--- src/rtl/game_round_ctrl_pkg.sv ---
`default_nettype none
// ============================================================================
// game_round_ctrl_pkg : FSM state encoding and game_state summary codes
// Revision 1.0
// ============================================================================
package game_round_ctrl_pkg;

   typedef enum logic [2:0] {
      ST_IDLE      = 3'd0,
      ST_COUNTDOWN = 3'd1,
      ST_SERVE     = 3'd2,
      ST_PLAY      = 3'd3,
      ST_WON       = 3'd4,
      ST_LOST      = 3'd5
   } state_t;

   localparam logic [1:0] GS_IDLE = 2'b00;
   localparam logic [1:0] GS_PLAY = 2'b01;
   localparam logic [1:0] GS_WON  = 2'b10;
   localparam logic [1:0] GS_OVER = 2'b11;

   localparam int         c_TIMER_W     = 10;
   localparam logic [9:0] c_SECOND_LOAD = 10'd999;

   function automatic logic [1:0] state_code(input state_t s);
      logic [1:0] code;
      code = GS_IDLE;
      case (s)
         ST_IDLE, ST_COUNTDOWN: code = GS_IDLE;
         ST_SERVE, ST_PLAY:     code = GS_PLAY;
         ST_WON:                code = GS_WON;
         ST_LOST:               code = GS_OVER;
         default:               code = GS_IDLE;
      endcase
      return code;
   endfunction

endpackage
`default_nettype wire

--- src/rtl/game_round_ctrl_if.sv ---
`default_nettype none
// ============================================================================
// game_round_ctrl_if : button/hit-detect inputs and display/ball outputs
// Revision 1.0
// ============================================================================
interface game_round_ctrl_if;

   logic       tick_1ms;
   logic       start_btn;
   logic       hit;
   logic       miss;
   logic [4:0] player_score;
   logic [4:0] miss_count;
   logic [1:0] game_state;
   logic [3:0] countdown_digit;
   logic       serve_req;

   modport master (
      output tick_1ms, start_btn, hit, miss,
      input  player_score, miss_count, game_state, countdown_digit, serve_req
   );

   modport slave (
      input  tick_1ms, start_btn, hit, miss,
      output player_score, miss_count, game_state, countdown_digit, serve_req
   );

endinterface
`default_nettype wire

--- src/rtl/game_round_ctrl_ms_down_timer.sv ---
`default_nettype none
// ============================================================================
// game_round_ctrl_ms_down_timer : loadable ms down-counter with zero flag
// Revision 1.0
// ============================================================================
module game_round_ctrl_ms_down_timer #(
   parameter int WIDTH = 10
) (
   input  logic             clk,
   input  logic             reset,
   input  logic             tick,
   input  logic             load,
   input  logic [WIDTH-1:0] load_val,
   output logic             zero
);

   logic [WIDTH-1:0] r_count;

   // Load wins over a coincident tick; the count parks at zero until reloaded.
   always_ff @(posedge clk) begin
      if (!reset) begin
         r_count <= '0;
      end else if (load) begin
         r_count <= load_val;
      end else if (tick && (r_count != '0)) begin
         r_count <= r_count - 1'b1;
      end
   end

   assign zero = (r_count == '0);

endmodule
`default_nettype wire

--- src/rtl/game_round_ctrl.sv ---
`default_nettype none
// ============================================================================
// game_round_ctrl : game session sequencer (countdown, serve, rally, win/lose)
// Revision 1.0
// ============================================================================
module game_round_ctrl
   import game_round_ctrl_pkg::*;
#(
   parameter int WIN_SCORE     = 9,
   parameter int MISS_LIMIT    = 9,
   parameter int COUNTDOWN_SEC = 3,
   parameter int SERVE_MS      = 500
) (
   input  logic             clk,
   input  logic             reset,
   game_round_ctrl_if.slave bus
);

   localparam logic [4:0]           c_WIN_SCORE  = 5'(WIN_SCORE);
   localparam logic [4:0]           c_MISS_LIMIT = 5'(MISS_LIMIT);
   localparam logic [3:0]           c_CD_SEC     = 4'(COUNTDOWN_SEC);
   localparam logic [c_TIMER_W-1:0] c_SERVE_LOAD = c_TIMER_W'(SERVE_MS - 1);

   state_t               r_state;
   logic                 r_start_q;
   logic [4:0]           r_score;
   logic [4:0]           r_misses;
   logic [3:0]           r_digit;
   logic [1:0]           r_game_state;
   logic                 r_serve_req;

   logic                 w_start_edge;
   logic                 w_phase_done;
   logic                 w_tmr_zero;
   logic                 w_tmr_load;
   logic [c_TIMER_W-1:0] w_tmr_val;
   logic [4:0]           w_score_inc;
   logic [4:0]           w_misses_inc;

   assign w_start_edge = bus.start_btn & ~r_start_q;
   assign w_phase_done = bus.tick_1ms & w_tmr_zero;
   assign w_score_inc  = r_score + 5'd1;
   assign w_misses_inc = r_misses + 5'd1;

   // Timer reloads happen on the same edge as the FSM transition they belong to.
   always_comb begin
      w_tmr_load = 1'b0;
      w_tmr_val  = c_SECOND_LOAD;
      case (r_state)
         ST_IDLE, ST_WON, ST_LOST: begin
            w_tmr_load = w_start_edge;
         end
         ST_COUNTDOWN: begin
            w_tmr_load = w_phase_done;
            w_tmr_val  = (r_digit == 4'd1) ? c_SERVE_LOAD : c_SECOND_LOAD;
         end
         ST_PLAY: begin
            w_tmr_load = ~bus.hit & bus.miss & (w_misses_inc != c_MISS_LIMIT);
            w_tmr_val  = c_SERVE_LOAD;
         end
         default: begin
            w_tmr_load = 1'b0;
         end
      endcase
   end

   game_round_ctrl_ms_down_timer #(
      .WIDTH (c_TIMER_W)
   ) u_timer (
      .clk      (clk),
      .reset    (reset),
      .tick     (bus.tick_1ms),
      .load     (w_tmr_load),
      .load_val (w_tmr_val),
      .zero     (w_tmr_zero)
   );

   always_ff @(posedge clk) begin
      if (!reset) begin
         r_state      <= ST_IDLE;
         r_start_q    <= 1'b0;
         r_score      <= '0;
         r_misses     <= '0;
         r_digit      <= '0;
         r_game_state <= GS_IDLE;
         r_serve_req  <= 1'b0;
      end else begin
         r_start_q   <= bus.start_btn;
         r_serve_req <= 1'b0;
         case (r_state)
            ST_IDLE, ST_WON, ST_LOST: begin
               if (w_start_edge) begin
                  r_score      <= '0;
                  r_misses     <= '0;
                  r_digit      <= c_CD_SEC;
                  r_state      <= ST_COUNTDOWN;
                  r_game_state <= state_code(ST_COUNTDOWN);
               end
            end
            ST_COUNTDOWN: begin
               if (w_phase_done) begin
                  if (r_digit == 4'd1) begin
                     r_digit      <= '0;
                     r_state      <= ST_SERVE;
                     r_game_state <= state_code(ST_SERVE);
                  end else begin
                     r_digit <= r_digit - 4'd1;
                  end
               end
            end
            ST_SERVE: begin
               if (w_phase_done) begin
                  r_state      <= ST_PLAY;
                  r_game_state <= state_code(ST_PLAY);
                  r_serve_req  <= 1'b1;
               end
            end
            ST_PLAY: begin
               // A hit coinciding with a miss takes precedence; the miss is lost.
               if (bus.hit) begin
                  r_score <= w_score_inc;
                  if (w_score_inc == c_WIN_SCORE) begin
                     r_state      <= ST_WON;
                     r_game_state <= state_code(ST_WON);
                  end
               end else if (bus.miss) begin
                  r_misses <= w_misses_inc;
                  if (w_misses_inc == c_MISS_LIMIT) begin
                     r_state      <= ST_LOST;
                     r_game_state <= state_code(ST_LOST);
                  end else begin
                     r_state      <= ST_SERVE;
                     r_game_state <= state_code(ST_SERVE);
                  end
               end
            end
            default: begin
               r_state      <= ST_IDLE;
               r_game_state <= GS_IDLE;
            end
         endcase
      end
   end

   assign bus.player_score    = r_score;
   assign bus.miss_count      = r_misses;
   assign bus.game_state      = r_game_state;
   assign bus.countdown_digit = r_digit;
   assign bus.serve_req       = r_serve_req;

endmodule
`default_nettype wire
--- src/flat_wrapper.sv ---
// flat-port wrapper written by rule: the top's interface ports become plain ports
module game_round_ctrl_flat import game_round_ctrl_pkg::*;
#(
   parameter int WIN_SCORE     = 9,
   parameter int MISS_LIMIT    = 9,
   parameter int COUNTDOWN_SEC = 3,
   parameter int SERVE_MS      = 500
)
  (clk, reset, bus_tick_1ms, bus_start_btn, bus_hit, bus_miss, bus_player_score, bus_miss_count, bus_game_state, bus_countdown_digit, bus_serve_req);
  game_round_ctrl_if bus_i ();
  input  logic clk;
  input  logic reset;
  input wire logic [$bits(bus_i.tick_1ms)-1:0] bus_tick_1ms;
  input wire logic [$bits(bus_i.start_btn)-1:0] bus_start_btn;
  input wire logic [$bits(bus_i.hit)-1:0] bus_hit;
  input wire logic [$bits(bus_i.miss)-1:0] bus_miss;
  output wire logic [$bits(bus_i.player_score)-1:0] bus_player_score;
  output wire logic [$bits(bus_i.miss_count)-1:0] bus_miss_count;
  output wire logic [$bits(bus_i.game_state)-1:0] bus_game_state;
  output wire logic [$bits(bus_i.countdown_digit)-1:0] bus_countdown_digit;
  output wire logic [$bits(bus_i.serve_req)-1:0] bus_serve_req;
  assign bus_i.tick_1ms = bus_tick_1ms;
  assign bus_i.start_btn = bus_start_btn;
  assign bus_i.hit = bus_hit;
  assign bus_i.miss = bus_miss;
  assign bus_player_score = bus_i.player_score;
  assign bus_miss_count = bus_i.miss_count;
  assign bus_game_state = bus_i.game_state;
  assign bus_countdown_digit = bus_i.countdown_digit;
  assign bus_serve_req = bus_i.serve_req;
  game_round_ctrl #(.WIN_SCORE(WIN_SCORE), .MISS_LIMIT(MISS_LIMIT), .COUNTDOWN_SEC(COUNTDOWN_SEC), .SERVE_MS(SERVE_MS)) u_core (.clk(clk), .reset(reset), .bus(bus_i));
endmodule
--- config.mk ---
export PLATFORM = sky130hd
export DESIGN_NAME = game_round_ctrl_flat
export DESIGN_NICKNAME = d
export VERILOG_FILES = /design/src/rtl/game_round_ctrl_pkg.sv /design/src/rtl/game_round_ctrl_if.sv /design/src/rtl/game_round_ctrl_ms_down_timer.sv /design/src/rtl/game_round_ctrl.sv /design/src/flat_wrapper.sv
export SDC_FILE = /design/constraint.sdc
export NUM_CORES = 1
export LEC_CHECK = 0
export ABC_AREA = 1
export ABC_CLOCK_PERIOD_IN_PS = 1900
export CAP_MARGIN = 20
export CORE_AREA = 2 2 71 90
export CTS_CLUSTER_SIZE = 16
export DETAILED_ROUTE_END_ITERATION = 12
export DIE_AREA = 0 0 73 92
export GPL_TIMING_DRIVEN = 1
export SETUP_SLACK_MARGIN = 0.2
export SLEW_MARGIN = 20
export SYNTH_ARGS = -nofsm -noshare
export SYNTH_HDL_FRONTEND = slang
export SYNTH_SLANG_ARGS = --single-unit
--- constraint.sdc ---
create_clock -name clk -period 1.9 [get_ports clk]
set_input_delay 0.38 -clock clk [delete_from_list [all_inputs] [get_ports clk]]
set_output_delay 0.38 -clock clk [all_outputs]
set_load 0.01 [all_outputs]
## Yosys cells after proc, flatten, opt, wreduce, memory -nomap -nowiden

Cells that the tools add are included.
Widths: inputs -> output; s select.

| storage, ports and cells | value |
|---|---|
| output and inout port bits | 17 |
| flip-flop bits (word level) | 31 |

| cells by class | value |
|---|---|
| equality and inequality tests | 18 |
| bitwise logic cells | 6 |
| add/subtract/negate cells | 4 |
| reduce and logical (&&, ||, !) cells | 13 |
| muxes and demuxes | 34 |

Operators with widths:

| operator | count |
|---|---|
| $mux 10 | 3 |
| $mux 3 | 8 |
| $mux 5 | 4 |
| $pmux 10 s2 | 1 |
| $pmux 5 s2 | 2 |
| $mux 2 | 8 |
| $mux 4 | 3 |
| $pmux 3 s4 | 1 |
| $add 5x1->5 const B | 2 |
| $eq 5x4->1 const B | 2 |
| $logic_not 10->1 | 1 |
| $reduce_bool 10->1 | 1 |
| $sub 10x1->10 const B | 1 |
| $ne 2x1->1 const B | 4 |
| $pmux 2 s4 | 1 |
| $pmux 4 s2 | 1 |
| $eq 3x2->1 const B | 2 |
| $eq 3x3->1 const B | 2 |
| $ne 2x2->1 const B | 3 |
| $reduce_and 3->1 | 2 |
| $reduce_and 6->1 | 1 |
| $reduce_bool 2->1 | 3 |
| $ne 5x4->1 const B | 1 |
| $and 1x1->1 | 4 |
| 13 further kinds | 14 |

## Depth between registers and ports, before layout

| depth | value |
|---|---|
| depth after elaboration | 6 |
| gate-level depth with buffers | 13 |

## Modules after synthesis

From an unflattened synthesis, not the netlist that was laid out.

| unflattened totals | value |
|---|---|
| cell total of the unflattened synthesis | 309 |
| area total of the unflattened synthesis | 2,013.2 µm² |

By module, submodules not included:

| module | area an instance (µm²) | cells each | times used | seq. area each (µm²) |
|---|---|---|---|---|
| game_round_ctrl | 1,255.0 | 193 | 1 | 400.4 |
| game_round_ctrl_ms_down_timer | 758.2 | 116 | 1 | 200.2 |

## Least setup slack after synthesis

Ideal clock, no wire load.

| timing | value |
|---|---|
| kind | reg-to-reg |
| start point | register u_core.r_misses[1], in the netlist u_core.bus.miss_count[1] |
| end point | register u_core.u_timer.r_count[2] |
| period minus slack after synthesis | 1,551 ps |
| stages on the path, launching flop included | 13 |
| setup slack | 349 ps |
| data arrival time | 1,439 ps |
| path buffers | 0 |
| cell sequence | dfxtp_1 > ha_1 > inv_1 > nand2_1 > nand3_1 > nor2_2 > nand2_2 > nand2_4 > nand2_4 > nand2_2 > nand2_1 > nor2_1 > nor2_1 |

| on the way | value |
|---|---|
| word-level cells in the longest chain between the ends | 5 |

Ends and longest elaborated chain:

| element | line | source |
|---|---|---|
| start: declaration | game_round_ctrl.sv:27 | `logic [4:0] r_misses;` |
| start signal: assignment | game_round_ctrl.sv:127 | `r_misses <= w_misses_inc;` |
| $add 5x1->5 (*) | game_round_ctrl.sv:43 | `assign w_misses_inc = r_misses + 5'd1;` |
| $ne 5x4->1 (*) | game_round_ctrl.sv:58 | `w_tmr_load = ~bus.hit & bus.miss & (w_misses_inc != c_MISS_LIMIT);` |
| $and 1x1->1 (*) | game_round_ctrl.sv:58 |  |
| $pmux 1 s3 (*) | game_round_ctrl.sv:49 | `case (r_state)` |
| $mux 10 or $reduce_bool 2->1 (tied branches) | -- |  |
| end signal: assignment | game_round_ctrl_ms_down_timer.sv:24 | `r_count <= load_val;` |
| end signal: assignment | game_round_ctrl_ms_down_timer.sv:26 | `r_count <= r_count - 1'b1;` |
| end: declaration | game_round_ctrl_ms_down_timer.sv:17 | `logic [WIDTH-1:0] r_count;` |

Every way passes the cells marked *; elsewhere a longest branch is shown, timed or not.
A chain may end at the register's enable or synchronous reset.

## Worst setup path in the final report

| timing | value |
|---|---|
| start point | register u_core.r_misses[3], in the netlist u_core.bus.miss_count[3] |
| end point | output bus_miss_count[3] |

RTL lines:

| element | line | source |
|---|---|---|
| end: declaration | flat_wrapper.sv:18 | `output wire logic [$bits(bus_i.miss_count)-1:0] bus_miss_count;` |

No word-level cell between the ends.

==> results_dict.tcl <==
set metrics [dict create \
    critical_path.startpoint "u_core.bus.miss_count[3]$_SDFFE_PN0P_" \
    yosysUniqueCellTypes 28 \
    placedInstanceArea_um2 2233 \
    ctsHtreeMaxLevel 2 \
    worst_path_dominant_cell_family "buffers and inverters" \
    dp_worst_setup_slack_ns 0.06482 \
    clk_path_buf_depth 2 \
    status "complete, no violations" \
    synth_warnings 0 \
    grt-ovfl-total 0 \
    fin_worst_hold_slack_ns 0.4821 \
    synth.ff_latch_count 31 \
    critical_path_arrival_ns 1.26 \
    initial_utilization 0.3263 \
    cts_num_sinks 31 \
    core_area_um2 5966 \
    path_clk_slew_ns 0.08 \
    wire_length_of_the_first_global_routing_pass_um 7569 \
    grt_util_met1 0.1506 \
    unrepaired_setup_endpoints_after_global_routing "yes" \
    clock-root-buffer "clkbuf_8" \
    groute.layer.met3.usage 0.03077 \
    cp_endpoint_kind "primary output" \
    area_of_all_placed_cells_without_fillers_um2 2439 \
    std_cell_rows 32 \
    placement.io_buffers 22 \
    antennaDiodeCount 0 \
    finalWirelength_um 4483 \
    postSynthCellCount 280 \
    worst_slew_margin_rel 0.8171 \
    insertion_delay_of_the_later_clocked_pin_in_the_worst_skew_pair_ns 0.29 \
    global_route.peak_usage_layer "met2" \
    fillerInstances 604 \
    syn_to_final_growth_pct 25.26 \
    drt_first_iter_violations 66 \
    avgRoutedWirePerCell_um 11.70 \
    max_slew.worst_pin.slew_ns 0.2733 \
    crit_path_max_fanout 5 \
    hp-class "reg2reg" \
    final_net_count 328 \
    grtUsageMet2 0.2665 \
    detail_route.vias_per_cell 4.731 \
    die_width_um 73 \
    critPathKind "reg2out" \
    vdd.ir_drop.worst_uv 535.5 \
    period_share 0.8611 \
    cts_buffers 5 \
    ant_nets 0 \
    total_power_mw 3.404 \
    skew_ns 0.01310 \
    total_die_area_um2 6716 \
    globalplace.congestion 0.8565 \
    synth_area_um2 1947 \
    critical_path_required_ns 1.52 \
    crit-reg2reg-launch "u_core.r_state[2]$_SDFFE_PN0P_" \
    floorplan.die.height_um 92 \
    cp_slowest_cell "clkdlybuf4s50_1" \
    tritoncts_clock_tree "yes" \
    grt_max_degree 19 \
    power_density_nw_per_um2 1396 \
    fin_setup_tns_ns 0 \
    worstHoldStart "u_core.bus.game_state[0]$_SDFFE_PN0P_" \
    drv.max_cap_violation_count 0 \
    timing_max_transition_violations_final 0 \
    path_buf_inv 1 \
    max_clock_freq_mhz 611.2 \
    initial_antenna_violation_count 0 \
    finalCriticalPeriod_ns 1.636 \
    post-route-worst-setup-slack_ns 0.2639 \
    grt_pass1_vias 1750 \
    timing.final.hold_violations 0 \
    drc 0 \
    finalSetupViolations 0 \
    drt-pass1-iter-count 4 \
    dp_hpwl_um 3277 \
    vias 1812 \
    path_cells "clkdlybuf4s50_1" \
    grt_usage 0.1430 \
    postSynthAreaPerCell_um2 6.953 \
    startpoint_type "flop" \
    synth.net_count 294 \
    fraction_of_final_layout_cells_sized_beyond_drive_strength_1 0.2095 \
    proportion_of_synthesized_chip_area_in_sequential_cells 0.3188 \
    slowest_delay_ns 0.56 \
    leakage_power_nw 1.053 \
    pin_count 23 \
]
per-stage QoR:
stage | util | instances
finish | 0.4088 | 383
global route | 0.4088 | 383
CTS | 0.3916 | 376
detailed placement | 0.3744 | 368
global placement | 0.3744 | 368
floorplan | - | 280
kinds of logic after synthesis:
group                      Yosys count  synth area share
and+or+nand+nor                    147            0.3747
DFF                                 31            0.3188
AOI/OAI and AO/OA                   40            0.1241
buffers and inverters               48            0.1041
xor gates and xnor gates             6           0.02699
adders and majority gates            8           0.05142
synth_stat cells:
cell type	n	share of area
a21oi_1	20	0.051
nor2_1	27	0.052
clkbuf_1	2	0.0039
ha_1	8	0.051
nand2_4	5	0.029
o21ai_1	4	0.010
a31oi_1	1	0.0032
o21bai_1	1	0.0039
buf_6	3	0.017
nand3_2	4	0.021
nor2_2	5	0.016
nand3_1	19	0.049
a211oi_1	5	0.019
nand4_1	12	0.039
inv_2	10	0.019
clkinv_1	2	0.0039
a21oi_2	3	0.013
nand2_1	62	0.12
dfxtp_1	31	0.32
nor3_1	3	0.0077
o21ai_0	4	0.010
o21ai_4	1	0.0084
o21a_1	1	0.0039
xnor2_1	1	0.0045
nand2_2	6	0.019
nor2_4	4	0.023
xor2_1	5	0.022
inv_1	31	0.060
registers in the layout, indices dropped and copies added, names as in the netlist:
register,flops
u_core.bus.miss_count,5
u_core.r_start_q,1
u_core.u_timer.r_count,10
u_core.bus.player_score,5
u_core.bus.game_state,2
u_core.bus.serve_req,1
u_core.r_state,3
u_core.bus.countdown_digit,4
area by class of cell:
| type | count | area (µm²) | share of cell area |
|---|---|---|---|
| Inverter | 43 | 163.9 | 0.06721 |
| Tap cell | 68 | 85.08 | 0.03489 |
| Sequential cell | 31 | 629.4 | 0.2581 |
| Clock buffer | 8 | 100.1 | 0.04105 |
| Multi-Input combinational cell | 201 | 1165 | 0.4777 |
| Timing Repair Buffer | 32 | 295.3 | 0.1211 |
repair_timing:
item / CTS / global route
endpoints found under the setup margin: 2 / 21
cloned: 0 / 0
resized for setup: 1 / 15
pin swaps: 0 / 2
hold buffers: 0 / 0
setup buffers: 0 / 7
metal layers:
layer  up-vias  wire length [µm]
li1        969                 -
met1       802              1886
met2        32              2381
met3         9               138
met4         0                78
met5         -                 0
layout by cell type (no fill, tap or decap):
cell	count
nand2_1	61
inv_2	9
ha_4	1
nand2_2	6
o21a_1	1
nand2_8	1
buf_4	10
o21bai_1	1
ha_1	7
o21ai_1	4
xor2_1	5
clkbuf_8	7
nor3_1	3
dfxtp_2	7
inv_1	31
nand2_4	5
nor2_2	7
inv_4	1
clkinv_1	2
nand3_1	19
nor2_1	25
nand3_2	3
dfxtp_1	24
a21oi_2	3
o21ai_4	1
nand3_4	1
o21ai_0	4
clkdlybuf4s50_1	22
a31oi_1	1
a21oi_1	20
nand4_1	12
nor2_4	4
a211oi_1	5
xnor2_1	1
clkbuf_1	1
report_power, final:
group / leakage, nW / internal, mW / total, mW / switching (mW)
sequential: 0.258 / 0.853 / 1.06 / 0.203
clock: 0.0515 / 0.331 / 0.585 / 0.255
combinational: 0.743 / 0.709 / 1.76 / 1.05
final timing paths:
kind	cells after the start	slack (ns)	end
worst min register to register	2	0.48	u_core.bus.game_state[0]$_SDFFE_PN0P_
worst max-delay path	1	0.26	bus_miss_count[3]
worst max register to register	11	0.33	u_core.u_timer.r_count[2]$_SDFFE_PN0P_
worst min-delay path	2	0.48	u_core.bus.game_state[0]$_SDFFE_PN0P_
Power figures use the tool's default switching activity.
